`config.mk`:
```
export PLATFORM = sky130hd
export DESIGN_NAME = ramwb_output_delay_flat
export DESIGN_NICKNAME = d
export VERILOG_FILES = /design/src/rtl/ramwb_output_delay_if.sv /design/src/rtl/ramwb_output_delay.sv /design/src/flat_wrapper.sv
export SDC_FILE = /design/constraint.sdc
export NUM_CORES = 1
export LEC_CHECK = 0
export ABC_CLOCK_PERIOD_IN_PS = 9100
export BUFFER_PORTS_ARGS = -buffer_cell sky130_fd_sc_hd__buf_2
export CAP_MARGIN = 20
export CORE_MARGIN = 2
export CORE_UTILIZATION = 35
export CTS_CLUSTER_SIZE = 14
export DETAILED_ROUTE_END_ITERATION = 12
export PLACE_DENSITY = 0.58
export SLEW_MARGIN = 15
export SYNTH_ARGS = -nofsm -noshare
export SYNTH_HDL_FRONTEND = slang
export SYNTH_SLANG_ARGS = --single-unit
```
`constraint.sdc`:
```
create_clock -name clk -period 9.1 [get_ports clk]
set_input_delay 2.275 -clock clk [delete_from_list [all_inputs] [get_ports clk]]
set_output_delay 2.275 -clock clk [all_outputs]
set_load 0.02 [all_outputs]
```
`src/rtl/ramwb_output_delay_if.sv`:
```
// Bus bundle between the SDRAM-side response path and the delayed
// wishbone response. The master drives the request/beat side.
interface ramwb_output_delay_if #(
    parameter int dw = 32
);
    logic          en;
    logic          ci;
    logic          bus_cyc_i;
    logic          ram_ack_i;
    logic          ram_err_i;
    logic [dw-1:0] ram_dat_i;
    logic          delayed_ack_o;
    logic          delayed_err_o;
    logic [dw-1:0] delayed_dat_o;
    logic          busy_o;
    logic          overflow_o;

    modport master (
        output en, ci, bus_cyc_i, ram_ack_i, ram_err_i, ram_dat_i,
        input  delayed_ack_o, delayed_err_o, delayed_dat_o,
        input  busy_o, overflow_o
    );

    modport slave (
        input  en, ci, bus_cyc_i, ram_ack_i, ram_err_i, ram_dat_i,
        output delayed_ack_o, delayed_err_o, delayed_dat_o,
        output busy_o, overflow_o
    );
endinterface

```
`src/rtl/ramwb_output_delay.sv`:
```
// Buffers an SDRAM read response (single beat or cache-line burst),
// holds it for delay_cycles, then replays it to the wishbone bus.
// Ports: clk, rst (sync, active-high), bus (slave modport):
//   en/ci/bus_cyc_i and ram_ack/err/dat in; delayed_ack/err/dat,
//   busy_o and sticky overflow_o out. en=0 in IDLE is a bypass.
module ramwb_output_delay #(
    parameter int delay_cycles  = 10,
    parameter int cacheLineSize = 8,
    parameter int dw            = 32
) (
    input logic                 clk,
    input logic                 rst,
    ramwb_output_delay_if.slave bus
);
    localparam int PW    = $clog2(cacheLineSize + 1);
    localparam int DEPTH = 2 ** PW;

    localparam logic [15:0]   DLY = 16'(delay_cycles);
    localparam logic [PW-1:0] CLS = PW'(cacheLineSize);
    localparam logic [PW-1:0] ONE = PW'(1);

    localparam logic [1:0] S_IDLE    = 2'd0;
    localparam logic [1:0] S_CAPTURE = 2'd1;
    localparam logic [1:0] S_WAIT    = 2'd2;
    localparam logic [1:0] S_REPLAY  = 2'd3;

    logic [1:0]    state_q;
    logic [PW-1:0] wr_ptr_q;
    logic [PW-1:0] rd_ptr_q;
    logic [PW-1:0] exp_q;
    logic [15:0]   cnt_q;
    logic          ack_q;
    logic          err_q;
    logic [dw-1:0] dat_q;
    logic          ovf_q;

    logic [dw-1:0] mem_dat [DEPTH];
    logic          mem_err [DEPTH];

    logic          we;
    logic [PW-1:0] waddr;
    logic [PW-1:0] wr_nxt;
    logic [PW-1:0] rd_nxt;
    logic [PW-1:0] exp_new;
    logic          bypass;

    assign wr_nxt  = wr_ptr_q + ONE;
    assign rd_nxt  = rd_ptr_q + ONE;
    assign exp_new = bus.ci ? ONE : CLS;

    always_comb begin
        we    = 1'b0;
        waddr = '0;
        case (state_q)
            S_IDLE: begin
                we = bus.en && bus.ram_ack_i;
            end
            S_CAPTURE: begin
                we    = bus.bus_cyc_i && bus.ram_ack_i;
                waddr = wr_ptr_q;
            end
            default: ;
        endcase
    end

    // Beat storage carries no reset; stale contents are never replayed.
    always_ff @(posedge clk) begin
        if (we && !rst) begin
            mem_dat[waddr] <= bus.ram_dat_i;
            mem_err[waddr] <= bus.ram_err_i;
        end
    end

    always_ff @(posedge clk) begin
        if (rst) begin
            state_q  <= S_IDLE;
            wr_ptr_q <= '0;
            rd_ptr_q <= '0;
            exp_q    <= '0;
            cnt_q    <= '0;
            ack_q    <= 1'b0;
            err_q    <= 1'b0;
            dat_q    <= '0;
            ovf_q    <= 1'b0;
        end else begin
            ack_q <= 1'b0;
            err_q <= 1'b0;
            dat_q <= '0;
            case (state_q)
                S_IDLE: begin
                    if (bus.en && bus.ram_ack_i) begin
                        wr_ptr_q <= ONE;
                        rd_ptr_q <= '0;
                        exp_q    <= exp_new;
                        cnt_q    <= DLY;
                        state_q  <= (exp_new == ONE) ? S_WAIT : S_CAPTURE;
                    end
                end
                S_CAPTURE: begin
                    if (!bus.bus_cyc_i) begin
                        state_q  <= S_IDLE;
                        wr_ptr_q <= '0;
                        rd_ptr_q <= '0;
                        cnt_q    <= '0;
                    end else if (bus.ram_ack_i) begin
                        wr_ptr_q <= wr_nxt;
                        if (wr_nxt == exp_q) begin
                            cnt_q   <= DLY;
                            state_q <= S_WAIT;
                        end
                    end
                end
                S_WAIT: begin
                    if (!bus.bus_cyc_i) begin
                        state_q  <= S_IDLE;
                        wr_ptr_q <= '0;
                        rd_ptr_q <= '0;
                        cnt_q    <= '0;
                    end else begin
                        if (bus.ram_ack_i) ovf_q <= 1'b1;
                        if (cnt_q == 16'd0) state_q <= S_REPLAY;
                        else                cnt_q   <= cnt_q - 16'd1;
                    end
                end
                default: begin
                    if (!bus.bus_cyc_i) begin
                        state_q  <= S_IDLE;
                        wr_ptr_q <= '0;
                        rd_ptr_q <= '0;
                        cnt_q    <= '0;
                    end else begin
                        if (bus.ram_ack_i) ovf_q <= 1'b1;
                        // Errored beats take their slot with ack low.
                        ack_q    <= !mem_err[rd_ptr_q];
                        err_q    <= mem_err[rd_ptr_q];
                        dat_q    <= mem_dat[rd_ptr_q];
                        rd_ptr_q <= rd_nxt;
                        if (rd_nxt == exp_q) begin
                            state_q  <= S_IDLE;
                            wr_ptr_q <= '0;
                            rd_ptr_q <= '0;
                        end
                    end
                end
            endcase
        end
    end

    // The last replayed beat is still in the output register during the
    // first IDLE cycle; bypass waits until that beat has been shown.
    assign bypass = (state_q == S_IDLE) && !bus.en && !ack_q && !err_q;

    assign bus.delayed_ack_o = bypass ? bus.ram_ack_i : ack_q;
    assign bus.delayed_err_o = bypass ? bus.ram_err_i : err_q;
    assign bus.delayed_dat_o = bypass ? bus.ram_dat_i : dat_q;
    assign bus.busy_o        = (state_q != S_IDLE);
    assign bus.overflow_o    = ovf_q;
endmodule
```
`src/flat_wrapper.sv`:
```
// flat-port wrapper written by rule: the top's interface ports become plain ports
module ramwb_output_delay_flat 
#(
    parameter int delay_cycles  = 10,
    parameter int cacheLineSize = 8,
    parameter int dw            = 32
)
  (clk, rst, bus_en, bus_ci, bus_bus_cyc_i, bus_ram_ack_i, bus_ram_err_i, bus_ram_dat_i, bus_delayed_ack_o, bus_delayed_err_o, bus_delayed_dat_o, bus_busy_o, bus_overflow_o);
  ramwb_output_delay_if #(.dw(dw)) bus_i ();
  input logic clk;
  input logic rst;
  input wire logic [$bits(bus_i.en)-1:0] bus_en;
  input wire logic [$bits(bus_i.ci)-1:0] bus_ci;
  input wire logic [$bits(bus_i.bus_cyc_i)-1:0] bus_bus_cyc_i;
  input wire logic [$bits(bus_i.ram_ack_i)-1:0] bus_ram_ack_i;
  input wire logic [$bits(bus_i.ram_err_i)-1:0] bus_ram_err_i;
  input wire logic [$bits(bus_i.ram_dat_i)-1:0] bus_ram_dat_i;
  output wire logic [$bits(bus_i.delayed_ack_o)-1:0] bus_delayed_ack_o;
  output wire logic [$bits(bus_i.delayed_err_o)-1:0] bus_delayed_err_o;
  output wire logic [$bits(bus_i.delayed_dat_o)-1:0] bus_delayed_dat_o;
  output wire logic [$bits(bus_i.busy_o)-1:0] bus_busy_o;
  output wire logic [$bits(bus_i.overflow_o)-1:0] bus_overflow_o;
  assign bus_i.en = bus_en;
  assign bus_i.ci = bus_ci;
  assign bus_i.bus_cyc_i = bus_bus_cyc_i;
  assign bus_i.ram_ack_i = bus_ram_ack_i;
  assign bus_i.ram_err_i = bus_ram_err_i;
  assign bus_i.ram_dat_i = bus_ram_dat_i;
  assign bus_delayed_ack_o = bus_i.delayed_ack_o;
  assign bus_delayed_err_o = bus_i.delayed_err_o;
  assign bus_delayed_dat_o = bus_i.delayed_dat_o;
  assign bus_busy_o = bus_i.busy_o;
  assign bus_overflow_o = bus_i.overflow_o;
  ramwb_output_delay #(.delay_cycles(delay_cycles), .cacheLineSize(cacheLineSize), .dw(dw)) u_core (.clk(clk), .rst(rst), .bus(bus_i));
endmodule
```
== After elaboration in Yosys (flattened, before gate mapping) ==
Memory sizes are Yosys's and may differ from the RTL's. A register that Yosys moved wholly into a read port is not among the register bits.
Index checks and enable logic that the tools add are counted.

* Register bits after elaboration: 33
* RAM bits: 528
* Input bits: 39
* Output and inout port bits: 36
* Word-level logic and storage cells: 92
* Memories: 2

* Add/sub/neg operators: 3
* Equal/unequal tests: 15
* Mux-type cells: 39
* Bitwise operators: 2
* Reduce and logical (&&, ||, !) cells: 23

{| class="wikitable"
|+ Memories
! memory !! words !! bits a word !! rd ports !! clocked after Yosys merged registers in !! wr ports !! line !! text
|-
| u_core.mem_dat || 16 || 32 || 1 || 1 || 1 || ramwb_output_delay.sv:37 || <nowiki>logic [dw-1:0] mem_dat [DEPTH];</nowiki>
|-
| u_core.mem_err || 16 || 1 || 1 || 1 || 1 || ramwb_output_delay.sv:38 || <nowiki>logic mem_err [DEPTH];</nowiki>
|}

{| class="wikitable"
|+ Operator list
! cell !! count
|-
| $mux W16 || 7
|-
| $mux W4 || 13
|-
| $pmux W16 S3 || 1
|-
| $mux W32 || 1
|-
| $mux W2 || 9
|-
| $logic_not A16 Y1 || 1
|-
| $sub A16 B1 Y16 const B || 1
|-
| $pmux W4 S3 || 1
|-
| $reduce_and A5 Y1 || 2
|-
| $add A4 B1 Y4 const B || 2
|-
| $eq A4 B4 Y1 || 2
|-
| $ne A4 B1 Y1 const B || 2
|-
| $pmux W4 S2 || 1
|-
| $logic_and A1 B1 Y1 || 6
|-
| $ne A3 B2 Y1 const B || 2
|-
| $ne A3 B3 Y1 const B || 2
|-
| $pmux W2 S3 || 1
|-
| $logic_not A1 Y1 || 5
|-
| $ne A5 B1 Y1 const B || 1
|-
| $reduce_or A5 Y1 || 1
|-
| $eq A4 B1 Y1 const B || 1
|-
| $mux W1 || 4
|-
| $ne A2 B2 Y1 const B || 2
|-
| $reduce_and A2 Y1 || 2
|-
| 10 further kinds || 12
|}

== Logic depth before layout (Yosys ltp) ==
Gate-level depths: netlist (run 1).

* Depth after elaboration: 7
* Mapped depth: 9
* Depth with buffers taken out: 7

== Least setup slack after synthesis (run 1) ==
Ideal clock, no wire load.

* Path type: in2out
* Start: input port bus_en
* End: output port bus_delayed_dat_o[13]
* Arrival time: 3502 ps
* Required time: 6825 ps
* Setup slack: 3323 ps
* Stages: 3
* Path buffers: 1
* Cell sequence: nor4_2 buf_2 mux2_1

* Word-level cells in the longest chain between the ends: 5

{| class="wikitable"
|+ RTL lines
! what !! line !! text
|-
| start, declared || flat_wrapper.sv:12 || <nowiki>input wire logic [$bits(bus_i.en)-1:0] bus_en;</nowiki>
|-
| $logic_not A1 Y1 || ramwb_output_delay.sv:151 || <nowiki>assign bypass = (state_q == S_IDLE) && !bus.en && !ack_q && !err_q;</nowiki>
|-
| $logic_and A1 B1 Y1 (3 in a row) || ramwb_output_delay.sv:151 ||
|-
| $mux W32 || ramwb_output_delay.sv:155 || <nowiki>assign bus.delayed_dat_o = bypass ? bus.ram_dat_i : dat_q;</nowiki>
|-
| end, declared || flat_wrapper.sv:20 || <nowiki>output wire logic [$bits(bus_i.delayed_dat_o)-1:0] bus_delayed_dat_o;</nowiki>
|}

No other way between the ends.

== Final worst setup path (run 1) ==
* Start: input port bus_en
* End: output port bus_delayed_dat_o[15]

The elaborated chain is that of the path after synthesis.

==> results of run 1 <==
## area by class of cell
class                           count  area share (%)
Inverter                            8           0.112
Sequential cell                   595            64.2
Tap cell                          864            4.03
Clock inverter                     30            1.58
Multi-Input combinational cell    447            21.6
Clock buffer                       85            6.33
Timing Repair Buffer               98            2.10
## power by group through the flow
stage | Combinational (mW) | Clock [mW] | Sequential, mW
after global placement | 0.699 | 0 | 3.10
final | 0.707 | 2.60 | 3.05
after detailed placement | 0.712 | 0 | 3.11
after CTS | 0.717 | 2.65 | 3.05
after floorplan | 0.484 | 0 | 3.10
after global routing | 0.777 | 2.77 | 3.05
## routing by layer
metal / global-route usage (%) / vias to the layer above / routed length, µm
met4: 3.66 / 2 / 954
met5: 0 / - / 8
li1: - / 4817 / -
met2: 24.0 / 256 / 24100
met1: 22.1 / 5960 / 23900
met3: 2.56 / 70 / 2370
## sequential cells by signal (all words and copies together) (netlist names), named ones only
signal,cells
u_core.ack_q,1
u_core.bus.overflow_o,1
u_core.cnt_q,16
u_core.dat_q,32
u_core.err_q,1
u_core.exp_q,2
u_core.mem_dat,512
u_core.mem_err,16
u_core.rd_ptr_q,4
u_core.state_q,2
u_core.wr_ptr_q,4
## kinds of logic (layout without fill, tap and decap cells)
family          Yosys count  after routing  share of synthesized area [%]
flops                   595            595                           74.1
simple gates            152            152                           3.71
mux                     200            200                           17.7
fa+ha+maj                 7              7                          0.378
xor+xnor                  7              7                          0.264
buf+inv                  65            221                           1.45
compound gates           81             81                           2.37
## placed cells by master (no fill, tap or decap), types with 7 or more instances in the layout
master / n
nand4_1: 9
clkinv_2: 11
nor2_1: 21
inv_1: 7
mux4_2: 165
nor2_4: 17
edfxtp_1: 528
nand2_1: 18
nand3_1: 10
buf_4: 23
clkbuf_1: 17
mux2_1: 26
clkbuf_16: 62
buf_2: 74
bufinv_16: 9
a31oi_1: 9
o31ai_1: 9
dfxtp_1: 63
nor2b_1: 38
ha_1: 7
o21ai_0: 9
a21oi_1: 25
## worst max-delay path, stage by stage
cell and delay, ps:
buf_2 140, nor4_4 270, buf_4 350, mux2_2 370, buf_2 160
## metrics by stage
| step | utilization, % | cells | hold slack [ps] | instance area [µm²] | worst slack (ps) |
|---|---|---|---|---|---|
| 6_report | 40.8 | 2127 | 460 | 26800 | 3210 |
| 5_1_grt | 40.8 | 2127 | 485 | 26800 | 3080 |
| 4_1_cts | 40.8 | 2126 | 468 | 26800 | 3140 |
| 3_5_place_dp | 37.5 | 2011 | 454 | 24700 | 3150 |
| 3_3_place_gp | 37.5 | 2011 | 442 | 24700 | 3170 |
| 2_1_floorplan | - | 1107 | 450 | 23200 | 3320 |
## worst max-delay path by stage
stage,startpoint,endpoint,slack (ps),depth (start not counted)
floorplan,bus_en,bus_delayed_dat_o[13],3320,3
global placement,bus_en,bus_delayed_dat_o[15],3170,5
detailed placement,bus_en,bus_delayed_dat_o[15],3150,5
CTS,bus_en,bus_delayed_dat_o[15],3140,5
global route,bus_en,bus_delayed_dat_o[14],3080,5
finish,bus_en,bus_delayed_dat_o[15],3210,5
==> results_dict.tcl, run 1 <==
set metrics [dict create \
    die_w_um 261 \
    peakVddDrop_uv 189 \
    holdCritStartpoint "u_core.bus.overflow_o" \
    hold_path_class "reg -> reg" \
    yosys-top-cells-count "528 x edfxtp_1, 165 x mux4_2, 67 x dfxtp_1" \
    syn_area_um2 23200 \
    crit_fanout 17 \
    drt_iter0_drc 1074 \
    cts.repair.resized 0 \
    p_leak_nw 8.33 \
    synth_most_common_cell "edfxtp_1" \
    period_minus_slack_ps 5890 \
    max-slew-margin-rel_pct 33.4 \
    crit_required_ps 6830 \
    finalPower_mw 6.35 \
    r2r-end "u_core.mem_dat[0][6]" \
    finalWirelength_um 51300 \
    synth_seq_area_share_pct 74.1 \
    fin_skew_ps 26.5 \
    worst_setup_path_start_kind "primary input" \
    outcome "complete, no violations" \
    hold_viol_final 0 \
    synth-async-reset-ratio_pct 0 \
    multi_input_area_um2 5800 \
    rsz0062_at_grt "no" \
    rrSetupSlack_ps 5820 \
    via_per_inst 5.22 \
    synth_top_area_share_pct 68.3 \
    ctsHoldBuffers 0 \
    htree_levels 2 \
    die-area_um2 68400 \
    diodes 0 \
    nets 1257 \
    end_kind "output pin" \
    synth_area_per_cell_um2 21.0 \
    r2r_cells 6 \
    grt_max_degree 104 \
    final-setup-viol-count 0 \
    period_share_pct 64.8 \
    ys_types 59 \
    clkPwrFrac_pct 40.9 \
    combPwrFrac_pct 11.1 \
    crit_arrival_ps 3620 \
    synthTopCellsByArea "edfxtp_1 68%, mux4_2 16%, dfxtp_1 5.8%, mux2_1 1.3%, nor2b_1 1.0%" \
    p_switching_mw 1.53 \
    drcViolationCount 0 \
    numCtsBuffers 61 \
    holdPathStages 2 \
    regArea_um2 17200 \
    clkTransAtPathRegs_ps 60 \
    crit_type "in -> out" \
    num_vias 11100 \
    io_pins 75 \
    ys_ff_latch 595 \
    synth_edf_count 528 \
    ys.flop_type "edfxtp_1" \
    drv_cap 0 \
    setup_tns_ps 0 \
    wire_per_inst_um 24.1 \
    ys.warnings.count 0 \
    fmax_ghz 0.170 \
    tightestPinTransition_ps 1000 \
    clk_latency_ps 640 \
    reg2reg_from "u_core.state_q[0]" \
    area_growth_pct 15.6 \
    p_per_area_nw_per_um2 237 \
    gp_congestion 0.713 \
    holdPathEnd "u_core.bus.overflow_o" \
    cts-root-buf "clkbuf_16" \
    fillers 5702 \
    p_int_mw 4.82 \
    detail-route-antenna-nets 0 \
    dp_hpwl_um 25800 \
    rows 94 \
    grt-ovfl-total 0 \
    swShare_pct 24.1 \
    tritoncts "yes" \
    drive_gt1_share_pct 31.4 \
    core_area_um2 65700 \
    cts.sinks 595 \
    synth_top_area_cell "edfxtp_1" \
    firstDrtPassIters 4 \
    dieHeight_um 261 \
    seq_power_share_pct 48.0 \
    antenna_found_initial 2 \
    start_util_pct 35.3 \
    clock_path_buffers 3 \
    first_global_vias 11500 \
    portBuffers 74 \
    syn_inst 1107 \
    grt_pass1_wl_um 75800 \
    synth_nets 1153 \
    cts_setup_buffers 0 \
    drv_slew 0 \
    grt_use_total_pct 15.2 \
]
Note: power is estimated with default switching activity, not from simulation.
==> inputs of run 2 (changes only) <==
ABC_CLOCK_PERIOD_IN_PS = 5200   (was 9100)
PLACE_DENSITY = 0.6   (was 0.58)
clock period = 5.2 ns   (was 9.1 ns; I/O delays follow)
==> results_dict.tcl, run 2 (synthesis results as in run 1) <==
set metrics [dict create \
    rows 94 \
    numCtsBuffers 59 \
    clkTransAtPathRegs_ps 60 \
    dieHeight_um 261 \
    grt_pass1_wl_um 75700 \
    drv_slew 0 \
    wire_per_inst_um 23.6 \
    start_util_pct 35.3 \
    crit_arrival_ps 2840 \
    largest-register "u_core.mem_dat" \
    detail-route-antenna-nets 0 \
    htree_levels 2 \
    top_regs "u_core.mem_dat: 512 flops, u_core.dat_q: 32 flops" \
    placed_area_um2 24800 \
    core_area_um2 65700 \
    p_leak_nw 8.30 \
    clk_latency_ps 630 \
    nets 1259 \
    num_vias 11100 \
    drv_cap 0 \
    finalInstanceArea_um2 26800 \
    grt_max_degree 93 \
    crit_type "reg -> out" \
    firstDrtPassIters 7 \
    fmax_ghz 0.242 \
    p_per_area_nw_per_um2 406 \
    critical_path.cell_chain "inv_1 -> ha_1 -> inv_2 -> nor4_4 -> buf_4 -> mux2_1 -> buf_2" \
    grt_use_total_pct 15.0 \
    die-area_um2 68400 \
    max-slew-margin-rel_pct 37.4 \
    clock_path_buffers 3 \
    cts.repair.resized 0 \
    grt-ovfl-total 0 \
    crit_fanout 17 \
    drt_iter0_drc 884 \
    first_global_vias 11700 \
    period_share_pct 79.6 \
    diodes 0 \
    drive_gt1_share_pct 31.9 \
    slowest_stage "buf_4" \
    outcome "complete, no violations" \
    cts-root-buf "clkbuf_16" \
    final_common_cell "edfxtp_1" \
    gp_congestion 0.735 \
    hold_viol_final 0 \
    via_per_inst 5.22 \
    fin_skew_ps 39.4 \
    mostFrequentLayoutCells "528 x edfxtp_1, 165 x mux4_2, 74 x buf_2" \
    area_growth_pct 15.3 \
    hold_path_class "reg -> reg" \
    period_minus_slack_ps 4140 \
    io_pins 75 \
    cts.sinks 595 \
    worst_path_largest_cell_delay_ps 400 \
    largest_reg_flops 512 \
    finalWirelength_um 50200 \
    die_w_um 261 \
    peakVddDrop_uv 255 \
    crit_required_ps 3900 \
    antenna_found_initial 2 \
    final-setup-viol-count 0 \
    worst_setup_path_start_kind "register" \
    tightestPinTransition_ps 939 \
    portBuffers 74 \
    tritoncts "yes" \
    end_kind "output pin" \
    ctsHoldBuffers 0 \
    cts_setup_buffers 0 \
    drcViolationCount 0 \
    rsz0062_at_grt "no" \
    finalPower_mw 10.9 \
    setup_tns_ps 0 \
    dp_hpwl_um 27200 \
]
==> run 2: changes by cell type in the layout (fill, tap and decap cells not counted), moves of 3 or more <==
cell	previous run	this run
clkbuf_16	62	59
bufinv_16	9	4
clkinv_2	11	7
clkinvlp_4	1	4
clkbuf_1	17	9
clkbuf_8	6	14
buf_12	1	4
clkinv_1	6	9
==> run 2: per-stage QoR <==
stage	utilization (%)	instances	hold WS (ps)	setup slack [ps]
after floorplan	-	1107	450	1340
after global placement	37.6	2016	446	1190
after detailed placement	37.6	2016	460	1170
after CTS	40.7	2127	474	990
after global routing	40.7	2127	511	853
final	40.7	2127	469	1060
==> run 2: critical path, delay by kind of cell (launching register included) <==
family | cells | cell delay [ps]
adders and majority gates | 1 | 340
buffers and inverters | 4 | 800
DFF | 1 | 340
muxes | 1 | 360
and+or+nand+nor | 1 | 350
==> run 2: worst paths after layout <==
kind / endpoint / depth (start not counted) / slack [ps] / start
max: bus_delayed_dat_o[21] / 7 / 1060 / u_core.state_q[0]
min reg2reg: u_core.bus.overflow_o / 2 / 470 / u_core.bus.overflow_o
min: u_core.bus.overflow_o / 2 / 470 / u_core.bus.overflow_o
max reg2reg: u_core.mem_dat[2][6] / 7 / 2140 / u_core.state_q[1]
==> run 2: layout make-up <==
class / instances / area [µm²]
Multi-Input combinational cell: 447 / 5800
Tap cell: 864 / 1080
Clock inverter: 29 / 295
Sequential cell: 595 / 17200
Fill cell: 5721 / 39000
Clock buffer: 82 / 1700
Timing Repair Buffer: 102 / 631
Inverter: 8 / 30.0
==> run 2: where the power goes <==
group	total, mW	internal (mW)	switching [mW]
Sequential	5.33	5.28	0.0477
Clock	4.30	2.49	1.81
Combinational	1.23	0.429	0.802
Total	10.9	8.20	2.66
==> run 2: routing by layer <==
layer	GRT usage [%]	routed length, µm	part of all wire [%]	up-vias
li1	-	-	-	4834
met1	21.1	22400	45	5934
met2	24.3	24400	49	265
met3	2.82	2550	5.1	59
met4	3.14	759	1.5	4
met5	0	23	0.046	-
==> inputs of run 3 (changes only) <==
ABC_AREA = 1   (was not set)
ABC_CLOCK_PERIOD_IN_PS = 3450   (was 5200)
clock period = 3.45 ns   (was 5.2 ns; I/O delays follow)
==> results_dict.tcl, run 3 <==
set metrics [dict create \
    end_kind "output pin" \
    start_util_pct 35.4 \
    p_leak_nw 9.57 \
    crit_required_ps 2590 \
    synth_top_area_cell "edfxtp_1" \
    nets 2057 \
    reg2reg_from "u_core.state_q[1]" \
    hold_path_class "reg -> reg" \
    die-area_um2 70400 \
    max-slew-margin-rel_pct 36.8 \
    ys.flop_type "edfxtp_1" \
    wire_per_inst_um 19.4 \
    synth-xor-area-share_pct 0.330 \
    slowest_stage "mux2_2" \
    syn_inst 1949 \
    p_int_mw 12.8 \
    synth_seq_area_share_pct 72.0 \
    gp_congestion 0.803 \
    synth_top_area_share_pct 66.4 \
    mostFrequentLayoutCells "528 x edfxtp_1, 321 x nor2_1, 270 x o21ai_0" \
    p_switching_mw 4.35 \
    tritoncts "yes" \
    final_common_cell "edfxtp_1" \
    setup_tns_ps 0 \
    ys.warnings.count 0 \
    via_per_inst 5.20 \
    fin_skew_ps 21.8 \
    crit_arrival_ps 2400 \
    swShare_pct 25.3 \
    drcViolationCount 0 \
    ctsHoldBuffers 0 \
    grt-ovfl-total 0 \
    clk_latency_ps 630 \
    synth-async-reset-ratio_pct 0 \
    placed_area_um2 25400 \
    fillers 6181 \
    critical_path.cell_chain "inv_1 -> ha_1 -> nand3_2 -> buf_12 -> mux2_2 -> buf_2" \
    clock_path_buffers 3 \
    yosys.area_share.adder_pct 0.367 \
    num_vias 15300 \
    rsz0062_at_grt "no" \
    peakVddDrop_uv 402 \
    largest_reg_flops 512 \
    holdCritStartpoint "u_core.bus.overflow_o" \
    period_minus_slack_ps 3260 \
    worst_setup_path_start_kind "register" \
    clkTransAtPathRegs_ps 60 \
    synth_top_family_by_area "compound AO/OA/AOI/OAI gates" \
    cts.repair.resized 0 \
    synth_edf_count 528 \
    period_share_pct 94.5 \
    synth_area_per_cell_um2 12.3 \
    seq_power_share_pct 47.5 \
    portBuffers 74 \
    crit_fanout 29 \
    p_per_area_nw_per_um2 625 \
    cts.sinks 595 \
    drv_slew 0 \
    detail-route-antenna-nets 0 \
    grt_pass1_wl_um 87700 \
    ys_types 41 \
    cts-root-buf "clkbuf_16" \
    yosys-top-cells-count "528 x edfxtp_1, 337 x nor2_1, 270 x o21ai_0" \
    finalInstanceArea_um2 27500 \
    crit_start "u_core.state_q[0]" \
    synth_most_common_cell "edfxtp_1" \
    final-setup-viol-count 0 \
    die_w_um 265 \
    finalWirelength_um 56800 \
    antenna_found_initial 0 \
    combPwrFrac_pct 12.7 \
    drv_cap 0 \
    rrSetupSlack_ps 510 \
    tightestPinTransition_ps 947 \
    hold_viol_final 0 \
    io_pins 75 \
    synth_mux_area_share_pct 1.51 \
    ys_ff_latch 595 \
    drt_iter0_drc 1350 \
    dp_hpwl_um 31200 \
    multi_input_area_um2 6030 \
    synthSimpleGateAreaFrac_pct 11.1 \
    crit_type "reg -> out" \
    synth_nets 1995 \
    synthTopCellsByArea "edfxtp_1 66%, o21ai_0 5.7%, dfxtp_1 5.6%, nor2_1 5.3%, o22ai_1 3.4%" \
    clkPwrFrac_pct 39.8 \
    diodes 0 \
    synth_compound_area_share_pct 11.4 \
    rows 95 \
    numCtsBuffers 61 \
    firstDrtPassIters 5 \
    core_area_um2 67400 \
    htree_levels 2 \
    grt_use_total_pct 16.0 \
    worst_path_largest_cell_delay_ps 370 \
    syn_area_um2 23900 \
    first_global_vias 15100 \
    fmax_ghz 0.307 \
    grt_max_degree 122 \
    dieHeight_um 265 \
    top_regs "u_core.mem_dat: 512 flops, u_core.dat_q: 32 flops" \
    area_growth_pct 15.2 \
    outcome "complete, no violations" \
    regArea_um2 17200 \
    drive_gt1_share_pct 14.6 \
    largest-register "u_core.mem_dat" \
    cts_setup_buffers 0 \
]
run 3: metal layers:
metal	GRT usage, %	wire length, µm
met1	22.3	25800
met2	26.1	26900
met3	2.12	2870
met4	4.90	1280
met5	0	0
run 3: power by group through the flow:
stage                     Combinational, mW  Clock, mW  Sequential [mW]
after global routing                   2.46       7.27             8.18
final                                  2.19       6.84             8.16
after floorplan                        1.61          0             8.27
after detailed placement               2.21          0             8.31
after global placement                 2.17          0             8.30
after CTS                              2.22       6.99             8.16
run 3: layout make-up:
cell class	instances	share of cell area [%]
repair buffers	118	3.37
inverters	44	0.623
well taps	873	3.97
flip-flops and latches	595	62.5
multi-input cells	1191	21.9
clock buffers	78	5.89
clock inverters	37	1.71
run 3: worst max-delay path: cells and delay by family, from the launching register on:
family | cells | cell delay [ps]
DFF | 1 | 360
adders and majority gates | 1 | 300
buffers and inverters | 3 | 520
muxes | 1 | 370
and+or+nand+nor | 1 | 210
run 3: cell families after synthesis:
logic type               count (synthesis)
adder cells (fa/ha/maj)                  7
XOR/XNOR                                 9
AND/OR/NAND/NOR                        641
AO/OA/AOI/OAI                          502
flip-flops                             595
buffers and inverters                  163
multiplexers                            32
run 3: final timing paths:
path | endpoint | cells past startpoint
hold reg to reg | u_core.bus.overflow_o | 1
hold / removal | u_core.bus.overflow_o | 1
setup reg to reg | u_core.mem_dat[2][6] | 9
setup / recovery | bus_delayed_dat_o[9] | 6
run 3: metrics by stage:
step	cells	setup slack, ps	hold WS (ps)	total power, mW	util [%]
6_report	2936	188	465	17.2	40.8
5_1_grt	2936	21.4	496	17.9	40.8
4_1_cts	2936	116	464	17.4	40.8
3_5_place_dp	2821	419	450	10.5	37.7
3_3_place_gp	2821	466	444	10.5	37.7
2_1_floorplan	1949	38.4	470	9.88	-
